**src/rtl/ofm_drain_ctrl.sv**
```systemverilog
// Output-feature-map drain sequencer: selects each compute unit's output buffer in turn,
// captures the word and streams it as WR_W beats over a valid/ready write port.
module ofm_drain_ctrl #(
  parameter int unsigned COMPUTE_UNIT_NUM = 8,
  parameter int unsigned OUT_BUF_W        = 512,
  parameter int unsigned WR_W             = 128,
  parameter int unsigned ADDR_W           = 16,
  parameter int unsigned SEL_LAT          = 1,
  localparam int unsigned CU_W = (COMPUTE_UNIT_NUM > 1) ? $clog2(COMPUTE_UNIT_NUM) : 1
) (
  input  logic                 clk_i,
  input  logic                 rst_i,
  input  logic                 drain_start_i,
  input  logic [ADDR_W-1:0]    drain_base_addr_i,
  output logic [CU_W-1:0]      cu_sel_o,
  input  logic [OUT_BUF_W-1:0] out_buf_dat_i,
  output logic                 ofm_wr_valid_o,
  input  logic                 ofm_wr_ready_i,
  output logic [ADDR_W-1:0]    ofm_wr_addr_o,
  output logic [WR_W-1:0]      ofm_wr_data_o,
  output logic                 ofm_wr_last_o,
  output logic                 busy_o,
  output logic                 drain_done_o
);

  localparam int unsigned BEATS  = OUT_BUF_W / WR_W;
  localparam int unsigned BEAT_W = (BEATS > 1) ? $clog2(BEATS) : 1;
  localparam int unsigned CNT_W  = (SEL_LAT > 1) ? $clog2(SEL_LAT) : 1;

  localparam logic [CU_W-1:0]   CU_LAST   = CU_W'(COMPUTE_UNIT_NUM - 1);
  localparam logic [BEAT_W-1:0] BEAT_LAST = BEAT_W'(BEATS - 1);
  localparam logic [CNT_W-1:0]  CNT_LOAD  = CNT_W'(SEL_LAT - 1);

  typedef enum logic [1:0] {
    ST_IDLE = 2'd0,
    ST_SEL  = 2'd1,
    ST_SEND = 2'd2
  } state_e;

  state_e                state_q, state_d;
  logic [CU_W-1:0]       cu_idx_q, cu_idx_d;
  logic [BEAT_W-1:0]     beat_q, beat_d;
  logic [CNT_W-1:0]      cnt_q, cnt_d;
  logic [OUT_BUF_W-1:0]  shift_q, shift_d;
  logic [ADDR_W-1:0]     addr_q, addr_d;
  logic                  valid_q, valid_d;
  logic                  last_q, last_d;
  logic                  busy_q, busy_d;
  logic                  done_q, done_d;
  logic                  hs_c;
  logic [BEAT_W-1:0]     beat_inc_c;

  assign hs_c       = valid_q & ofm_wr_ready_i;
  assign beat_inc_c = BEAT_W'(beat_q + 1'b1);

  // State and datapath registers
  always_ff @(posedge clk_i or negedge rst_i) begin
    if (!rst_i) begin
      state_q  <= ST_IDLE;
      cu_idx_q <= '0;
      beat_q   <= '0;
      cnt_q    <= '0;
      shift_q  <= '0;
      addr_q   <= '0;
      valid_q  <= 1'b0;
      last_q   <= 1'b0;
      busy_q   <= 1'b0;
      done_q   <= 1'b0;
    end else begin
      state_q  <= state_d;
      cu_idx_q <= cu_idx_d;
      beat_q   <= beat_d;
      cnt_q    <= cnt_d;
      shift_q  <= shift_d;
      addr_q   <= addr_d;
      valid_q  <= valid_d;
      last_q   <= last_d;
      busy_q   <= busy_d;
      done_q   <= done_d;
    end
  end

  // Next-state and registered-output logic; beats are contiguous so the
  // address simply advances by one per accepted beat from the latched base.
  always_comb begin
    state_d  = state_q;
    cu_idx_d = cu_idx_q;
    beat_d   = beat_q;
    cnt_d    = cnt_q;
    shift_d  = shift_q;
    addr_d   = addr_q;
    valid_d  = valid_q;
    last_d   = last_q;
    busy_d   = busy_q;
    done_d   = 1'b0;

    unique case (state_q)
      ST_IDLE: begin
        if (drain_start_i) begin
          state_d  = ST_SEL;
          cu_idx_d = '0;
          beat_d   = '0;
          cnt_d    = CNT_LOAD;
          addr_d   = drain_base_addr_i;
          valid_d  = 1'b0;
          last_d   = 1'b0;
          busy_d   = 1'b1;
        end
      end

      ST_SEL: begin
        if (cnt_q == '0) begin
          state_d = ST_SEND;
          shift_d = out_buf_dat_i;
          beat_d  = '0;
          valid_d = 1'b1;
          last_d  = (cu_idx_q == CU_LAST) && (BEAT_LAST == '0);
        end else begin
          cnt_d = CNT_W'(cnt_q - 1'b1);
        end
      end

      ST_SEND: begin
        if (hs_c) begin
          shift_d = shift_q >> WR_W;
          addr_d  = ADDR_W'(addr_q + 1'b1);
          if (beat_q == BEAT_LAST) begin
            beat_d  = '0;
            valid_d = 1'b0;
            last_d  = 1'b0;
            if (cu_idx_q != CU_LAST) begin
              state_d  = ST_SEL;
              cu_idx_d = CU_W'(cu_idx_q + 1'b1);
              cnt_d    = CNT_LOAD;
            end else begin
              state_d = ST_IDLE;
              busy_d  = 1'b0;
              done_d  = 1'b1;
            end
          end else begin
            beat_d = beat_inc_c;
            last_d = (cu_idx_q == CU_LAST) && (beat_inc_c == BEAT_LAST);
          end
        end
      end

      default: begin
        state_d = ST_IDLE;
        valid_d = 1'b0;
        last_d  = 1'b0;
        busy_d  = 1'b0;
      end
    endcase
  end

  assign cu_sel_o       = cu_idx_q;
  assign ofm_wr_valid_o = valid_q;
  assign ofm_wr_addr_o  = addr_q;
  assign ofm_wr_data_o  = shift_q[WR_W-1:0];
  assign ofm_wr_last_o  = last_q;
  assign busy_o         = busy_q;
  assign drain_done_o   = done_q;

endmodule

```
**config.mk**
```make
export PLATFORM = sky130hd
export DESIGN_NAME = ofm_drain_ctrl
export DESIGN_NICKNAME = d
export VERILOG_FILES = /design/src/rtl/ofm_drain_ctrl.sv
export SDC_FILE = /design/constraint.sdc
export NUM_CORES = 1
export LEC_CHECK = 0
export CAP_MARGIN = 20
export CORE_MARGIN = 2
export CORE_UTILIZATION = 30
export CTS_CLUSTER_DIAMETER = 60
export DETAILED_ROUTE_END_ITERATION = 6
export PLACE_DENSITY = 0.67
export SYNTH_ARGS = -nofsm -noshare
export SYNTH_HDL_FRONTEND = slang
export SYNTH_SLANG_ARGS = --single-unit
```
**constraint.sdc**
```tcl
create_clock -name clk_i -period 3.02 [get_ports clk_i]
set_input_delay 0.604 -clock clk_i [delete_from_list [all_inputs] [get_ports clk_i]]
set_output_delay 0.604 -clock clk_i [all_outputs]
set_load 0.005 [all_outputs]
```
# Word-level counts from Yosys, hierarchy flattened
# Index checks and enable logic that the tools add are counted.
# classes
n_addsub	4
eq_ne	12
mux	45
bitwise_logic	2
reduce_logical	13
# op_table
operator	n
$mux W512	2
$pmux W512 S2	1
$mux W16	2
$pmux W16 S2	1
$mux W1	20
$add A16 B1 Y16 const B	1
$mux W2	8
$reduce_and A5 Y1	3
$mux W3	4
$ne A2 B2 Y1 const B	6
$pmux W1 S3	4
$pmux W2 S3	2
$reduce_and A3 Y1	3
$reduce_and A4 Y1	2
$eq A2 B2 Y1 const B	3
$pmux W3 S2	1
$reduce_bool A2 Y1	2
$add A3 B1 Y3 const B	1
$eq A3 B3 Y1 const B	1
$ne A3 B3 Y1 const B	1
$reduce_bool A3 Y1	1
$add A2 B1 Y2 const B	1
$eq A2 B1 Y1 const B	1
$logic_not A2 Y1	1
4 further kinds	4
# word_totals
regBits	540
inputBits	532

# Depth between registers and ports, before layout
# Gate-level depths: netlist (run 1).
# depth
word_depth	6
depth_mapped	7

# Worst setup path after synthesis (run 1)
# Ideal clock, no wire load.
# synth_timing
path_kind	input to register
startpoint	input ofm_wr_ready_i
endpoint	register shift_q[364]
arrival_time_ns	1.426
t_required_ns	2.890
setup_slack_ns	1.464
cell_stages	6
n_path_buf	3
cell_sequence	nand2_1 o21ai_2 buf_4 buf_2 buf_2 a31oi_1
# synth_between
elab_chain_len	3
# synth_rtl
element	line_no	text
from (decl)	18	input logic ofm_wr_ready_i,
$and A1 B1 Y1	53	assign hs_c = valid_q & ofm_wr_ready_i;
$ne A2 B2 Y1 (no line)	--	
$reduce_and A3 Y1 (no line)	--	
to (signal assigned)	74	shift_q <= shift_d;
to (decl)	44	logic [OUT_BUF_W-1:0] shift_q, shift_d;
# Every way passes these cells.
# A chain may end at the register's enable or synchronous reset.

==> results.md, run 1 <==
* Max-Cap Viols at 0
* Die height at 288 um
* Via density at between 4 and 5
* Final HPWL DP at about 60000 um
* Clk Latency, worst-skew pair at just under 0.6 ns
* Critical path class: flip-flop to output pin
* Dpl ws at between 0.3 and 0.4 ns
* Avg Cell Area, Syn at ~9 um2
* Final setup fails at 0
* CP arrival at approximately 2.2 ns
* H-tree levels at 3
* Core area at 79300 um2
* CTS Buf Count at 67
* Quantity of gates resized following cts at 0
* Slowest CP cell: dfrtp_1
* FF-to-FF Start: state_q[1]
* Global route overflow at 0
* Largest net degree at the start of global routing at 111
* Slew @ Worst Pin at 0.643 ns
* Via count at 20900
* CTS root buffer: clkbuf_16
* CP Max Fanout at 15
* R2R Path End: shift_q[210]
* Storage element area at approximately 13000 um2
* Syn. warnings at 0
* Slew Viols, Final at 0
* Final number of hold-violating endpoints at 0
* Kind of end point of the critical path: output pin
* First-pass GRT wire length at approximately 120000 um
* Hold_sp: shift_q[500]
* Unrepaired setup endpoints after global routing: no
* Largest stage delay, worst path at between 0.7 and 0.8 ns
* Num ports at approximately 680
* Slew headroom at 0.571
* Fin crit period at about 2.8 ns
* Hold WC Path Type: flip-flop to flip-flop
* Gr usage total at 0.196
* FF+latch count, synth at 538
* Initial core utilization at 0.304
* Hold buffer count at CTS at 1
* Post-DRT Antenna Nets at 0
* Setup TNS at 0 ns
* Synth Cell Area at around 24000 um2
* Post-CTS Setup Bufs at 0
* Startpoint types: flip-flop
* Total die area at 82700 um2
* Status: finished clean
* Leakage power at between 10 and 15 nW
* Initial antenna violation count at 30
* Initial DRC Count at a little under 2000
* Area Overhead vs Synth at 39.5%
* CTS tree: built
* Site row count at just over 100
* Max rail drop VDD at 0.000654 V
* Synthesized instance count at approximately 2700
* Initial DRT Pass Iterations at 7
* Hold path cells at 1
* R2r setup slk at roughly 0.70 ns
* Hold slack final at approximately 0.5 ns
* Critical Path RT at roughly 2.4 ns
* Sequential area share after synthesis at 0.558
* CTS max path bufs at 3
* Worst reg2reg path depth at 5
* Post-Syn Nets at between 3000 and 4000
* Share of layout cells above drive strength 1 at 0.0605
* Clock transition at path regs at 0.06 ns
* Vias in the first global route at 20300
* Die width at approximately 290 um
* Setup slack after layout at approximately 0.26 ns
* Placer congestion estimate at ~0.9
* Yosys cell types at 41
* Residual DRC at 0
* Power Density at around 1100 nW/um2
* Nets@finish at 3709
* # port buffers at 682
* Synth Flop Type: dfrtp_1
* Number of flops mapped to enable cells by yosys at 0
* Worst-path cell chain: buf_4 > clkdlybuf4s50_1
* Worst Clk Skew at about 0.025 ns
* TritonCTS Sinks at about 540
* Hold Path End: shift_q[500]
* Fraction of registers with async set/reset at 1.00
* Max Clk Rate at ~360 MHz
* Drt wl/cell at 19.4 um
* Tcrit/Tclk final at 0.913
* DRT Wirelength at about 83000 um
* Area used by multi-input combinational logic at between 8000 and 9000 um2
* Fillers at around 7700
-- metal layers --
| layer | global-route usage | share of wire | vias up |
|---|---|---|---|
| met5 | 0 | 0.00012 | - |
| met4 | 0.0997 | 0.040 | 2 |
| met3 | 0.0360 | 0.061 | 169 |
| met2 | 0.305 | 0.48 | 669 |
| met1 | 0.260 | 0.42 | 10100 |
| li1 | - | - | 10000 |
-- final cells by class --
| class | count | area share |
|---|---|---|
| Sequential cell | 538 | 0.400 |
| Clock buffer | 93 | 0.0582 |
| Inverter | 9 | 0.00100 |
| Tap cell | 1050 | 0.0390 |
| Multi-Input combinational cell | 1800 | 0.259 |
| Timing Repair Buffer | 756 | 0.231 |
| Clock inverter | 25 | 0.00971 |
| Antenna cell | 27 | 0.00201 |
-- cells in the final DEF, fill, tap and decap left out, types with 8 or more instances in the layout --
master	n
nand2_1	784
clkdlybuf4s50_1	681
dfrtp_1	538
nor2_1	401
a31oi_1	389
a22o_1	130
clkbuf_16	69
buf_4	42
buf_12	31
diode_2	27
a21oi_1	18
clkbuf_8	14
clkbuf_1	10
o21ai_0	9
inv_1	9
clkinv_2	9
nor3_1	8
-- cell usage after synthesis (5+ instances only) --
cell type | count | share of area
a21oi_1 | 18 | 0.0037
a22o_1 | 130 | 0.047
a31oi_1 | 389 | 0.10
buf_1 | 11 | 0.0017
buf_2 | 141 | 0.029
buf_4 | 138 | 0.043
clkbuf_1 | 47 | 0.0073
dfrtp_1 | 538 | 0.56
ha_1 | 5 | 0.0026
inv_1 | 9 | 0.0014
nand2_1 | 784 | 0.12
nand3_1 | 5 | 0.0010
nand4_1 | 6 | 0.0016
nor2_1 | 403 | 0.063
nor3_1 | 8 | 0.0017
o21ai_0 | 9 | 0.0019
o22ai_1 | 7 | 0.0018
-- power breakdown --
part / internal, W / switching [W]
Sequential: 0.0107 / 0.00208
Clock: 0.00500 / 0.00325
Combinational: 0.00685 / 0.00873
Total: 0.0226 / 0.0141
-- state kept, by name, summed over array words and instances (netlist names) --
name           cells
shift_q          512
drain_done_o       1
beat_q             2
busy_o             1
state_q            2
ofm_wr_last_o      1
cu_sel_o           3
ofm_wr_addr_o     16
-- critical path, delay by kind of cell, from the launching register on --
family | cells | cell delay, ns
buffers and inverters | 2 | 0.80
DFF | 1 | 0.75
-- cell families (layout without fill, tap and decap cells) --
family,Yosys count,in the layout,synth area share
compound gates,570,570,0.162
fa+ha+maj,5,5,0.00259
buf+inv,346,883,0.0826
flops,538,538,0.558
mux,2,2,0.00104
other cells,0,27,0
simple gates,1223,1223,0.194
-- worst max path at each step --
stage	startpoint	endpoint	slack (ns)	depth (start not counted)
floorplan	ofm_wr_ready_i	shift_q[364]	1.46	6
global placement	ofm_wr_ready_i	shift_q[332]	0.46	7
detailed placement	ofm_wr_ready_i	shift_q[72]	0.39	7
CTS	state_q[1]	ofm_wr_valid_o	0.18	2
global route	state_q[1]	ofm_wr_valid_o	0.11	2
finish	state_q[1]	ofm_wr_valid_o	0.26	2
-- through the flow --
step                      total power (W)  cell area (um2)  instances   util
final                              0.0366            33600       4298  0.424
after global placement             0.0281            31300       4152  0.395
after global routing               0.0393            33600       4298  0.424
after detailed placement           0.0285            31300       4152  0.395
after floorplan                    0.0230            24100       2684      -
after CTS                          0.0370            33600       4271  0.424
No activity file was read; power rests on OpenSTA's default activity.
==> run 2: changes to the inputs <==
--- a/config.mk
+++ b/config.mk
@@ -5,9 +5,10 @@
 export SDC_FILE = /design/constraint.sdc
 export NUM_CORES = 1
 export LEC_CHECK = 0
-export CAP_MARGIN = 20
+export CAP_MARGIN = 5
 export CORE_MARGIN = 2
 export CORE_UTILIZATION = 30
+export CTS_BUF_LIST = sky130_fd_sc_hd__clkbuf_16
 export CTS_CLUSTER_DIAMETER = 60
 export DETAILED_ROUTE_END_ITERATION = 6
 export PLACE_DENSITY = 0.67
==> run 2 against run 1 <==
  * Die area unchanged
  * Worst setup slack lost 0.0036 ns
  * Final cell count about the same
  * Register-to-register slack barely moved
==> results.md, run 2 (synthesized netlist as in run 1, its figures left out) <==
* Status: finished clean
* CTS root buffer: clkbuf_16
* Slew @ Worst Pin at 0.644 ns (+0.000756 ns)
* Total die area at 82700 um2 (unchanged)
* Switching power at 0.0140 W (-0.25%)
* Seq pwr share at 0.354 (+0.005)
* Hold WC Path Type: flip-flop to flip-flop
* Metal3 WL at 4930 um (-3.0%)
* Unrepaired setup endpoints after global routing: no
* Residual DRC at 0 (unchanged)
* Post-CTS Setup Bufs at 0 (unchanged)
* Critical path class: flip-flop to output pin
* Dpl ws at 0.390 ns (unchanged)
* Vias in the first global route at 20300 (-0.31%)
* Leakage power at 14.2 nW (-0.26%)
* First-pass GRT wire length at 125000 um (-0.18%)
* Combinational power share at 0.430 (+0.005)
* Slew headroom at 0.571 (about the same)
* Nets@finish at 3709 (unchanged)
* Post-DRT Antenna Nets at 0 (unchanged)
* Placer congestion estimate at 0.907 (unchanged)
* # port buffers at 682 (unchanged)
* Setup slack after layout at 0.258 ns (-0.00364 ns)
* Register with the most flip-flops: shift_q
* CTS tree: built
* Kind of end point of the critical path: output pin
* Final HPWL DP at 60600 um (unchanged)
* Clk network pwr share at 0.217 (-0.008)
* CTS max path bufs at 3 (unchanged)
* Most common cell after layout, fill and taps aside: nand2_1
* CP arrival at 2.16 ns (about the same)
* Slew Viols, Final at 0 (unchanged)
* Max-Cap Viols at 0 (unchanged)
* Die width at 288 um (unchanged)
* Via count at 21000 (+0.43%)
* TritonCTS Sinks at 538 (unchanged)
* Max Clk Rate at 362 MHz (-0.13%)
* Cell count after placement at 4152 (unchanged)
* Number of flip-flops in the largest register at 512 (unchanged)
* Fin util at 0.423 (-0.00183)
* Power Density at 1080 nW/um2 (-0.74%)
* DRT Wirelength at 83300 um (-0.18%)
* Initial core utilization at 0.304 (unchanged)
* Gr usage total at 0.195 (-0.000397)
* Critical Path RT at 2.42 ns (about the same)
* Core area at 79300 um2 (unchanged)
* Sw Share at 0.388 (+0.00355)
* Worst Clk Skew at 0.0268 ns (+0.00141 ns)
* Most frequent cells in the layout: 784 x nand2_1, 681 x clkdlybuf4s50_1, 538 x dfrtp_1
* Startpoint types: flip-flop
* Final number of hold-violating endpoints at 0 (unchanged)
* Highest routing layer actually used: met5
* Share of layout cells above drive strength 1 at 0.0562 (-0.00435)
* Fillers at 7760 (+0.28%)
* Met2 routed WL at 39800 um (-0.20%)
* Largest net degree at the start of global routing at 111 (unchanged)
* Area Overhead vs Synth at 38.9%
* Initial DRC Count at 1850 (-3.7%)
* Clock transition at path regs at 0.06 ns (about the same)
* Setup TNS at 0 ns (unchanged)
* Final setup fails at 0 (unchanged)
* Site row count at 103 (unchanged)
* Global route overflow at 0 (unchanged)
* P_int at 0.0222 W (-1.7%)
* Initial antenna violation count at 28 (-6.7%)
* Num ports at 683 (unchanged)
* Hold slack final at 0.495 ns (+0.000192 ns)
* Max rail drop VDD at 0.000654 V (about the same)
* CP Max Fanout at 15 (unchanged)
* Metal-1 WL at 35400 um (+0.46%)
* Tcrit/Tclk final at 0.915 (+0.00121)
* Via density at 4.89 (+0.48%)
* Clk Latency, worst-skew pair at 0.59 ns (about the same)
* Drt wl/cell at 19.4 um (-0.13%)
* Fin cells at 4296 (-0.047%)
* Fin crit period at 2.76 ns (+0.00364 ns)
* Initial DRT Pass Iterations at 5 (-2)
* Die height at 288 um (unchanged)
* CTS Buf Count at 67 (unchanged)
* H-tree levels at 3 (unchanged)
-- run 2: final cells by class --
| cell class | count | area (um2) | area share |
|---|---|---|---|
| Antenna cell | 25 | 62.6 | 0.00187 |
| Clock buffer | 69 | 1730 | 0.0515 |
| Clock inverter | 49 | 417 | 0.0124 |
| Inverter | 9 | 33.8 | 0.00101 |
| Multi-Input combinational cell | 1800 | 8700 | 0.260 |
| Sequential cell | 538 | 13500 | 0.402 |
| Tap cell | 1050 | 1310 | 0.0392 |
| Timing Repair Buffer | 756 | 7780 | 0.232 |
-- run 2: path summary, 6_finish.rpt --
check,from,endpoint,slack [ns],cells past startpoint
worst max-delay path,state_q[1],ofm_wr_valid_o,0.26,2
worst min-delay path,shift_q[500],shift_q[500],0.50,1
worst max register to register,state_q[1],shift_q[236],0.70,6
worst min register to register,shift_q[500],shift_q[500],0.50,1
max in group asynchronous,rst_i,shift_q[29],1.44,4
min in group asynchronous,rst_i,shift_q[499],0.57,2
-- run 2: what timing repair did --
| item | in CTS | in global routing |
|---|---|---|
| hold buffers | 1 | 0 |
| hold endpoints to repair | 13 | 0 |
| gates resized for setup | 0 | 0 |
-- run 2: power by group through the flow --
stage	sequential (W)	clock, W	combinational (W)
3_3_place_gp	0.0128	0	0.0154
4_1_cts	0.0128	0.00803	0.0157
5_1_grt	0.0132	0.00829	0.0174
3_5_place_dp	0.0129	0	0.0157
6_report	0.0128	0.00784	0.0156
2_1_floorplan	0.0122	0	0.0108
-- run 2: layer usage --
layer  vias to the layer above  track usage
met5                         -            0
met4                         2       0.0952
li1                      10000            -
met1                     10100        0.260
met3                       168       0.0358
met2                       694        0.306
-- run 2: per-stage QoR --
step           area [um2]  power (W)
6_report            33500     0.0362
5_1_grt             33500     0.0389
4_1_cts             33400     0.0365
3_5_place_dp        31300     0.0285
3_3_place_gp        31300     0.0281
2_1_floorplan       24100     0.0230
-- run 2: critical path, stage by stage, from the launching register on --
cell and delay [ns]:
dfrtp_1 0.75, buf_4 0.27, clkdlybuf4s50_1 0.53
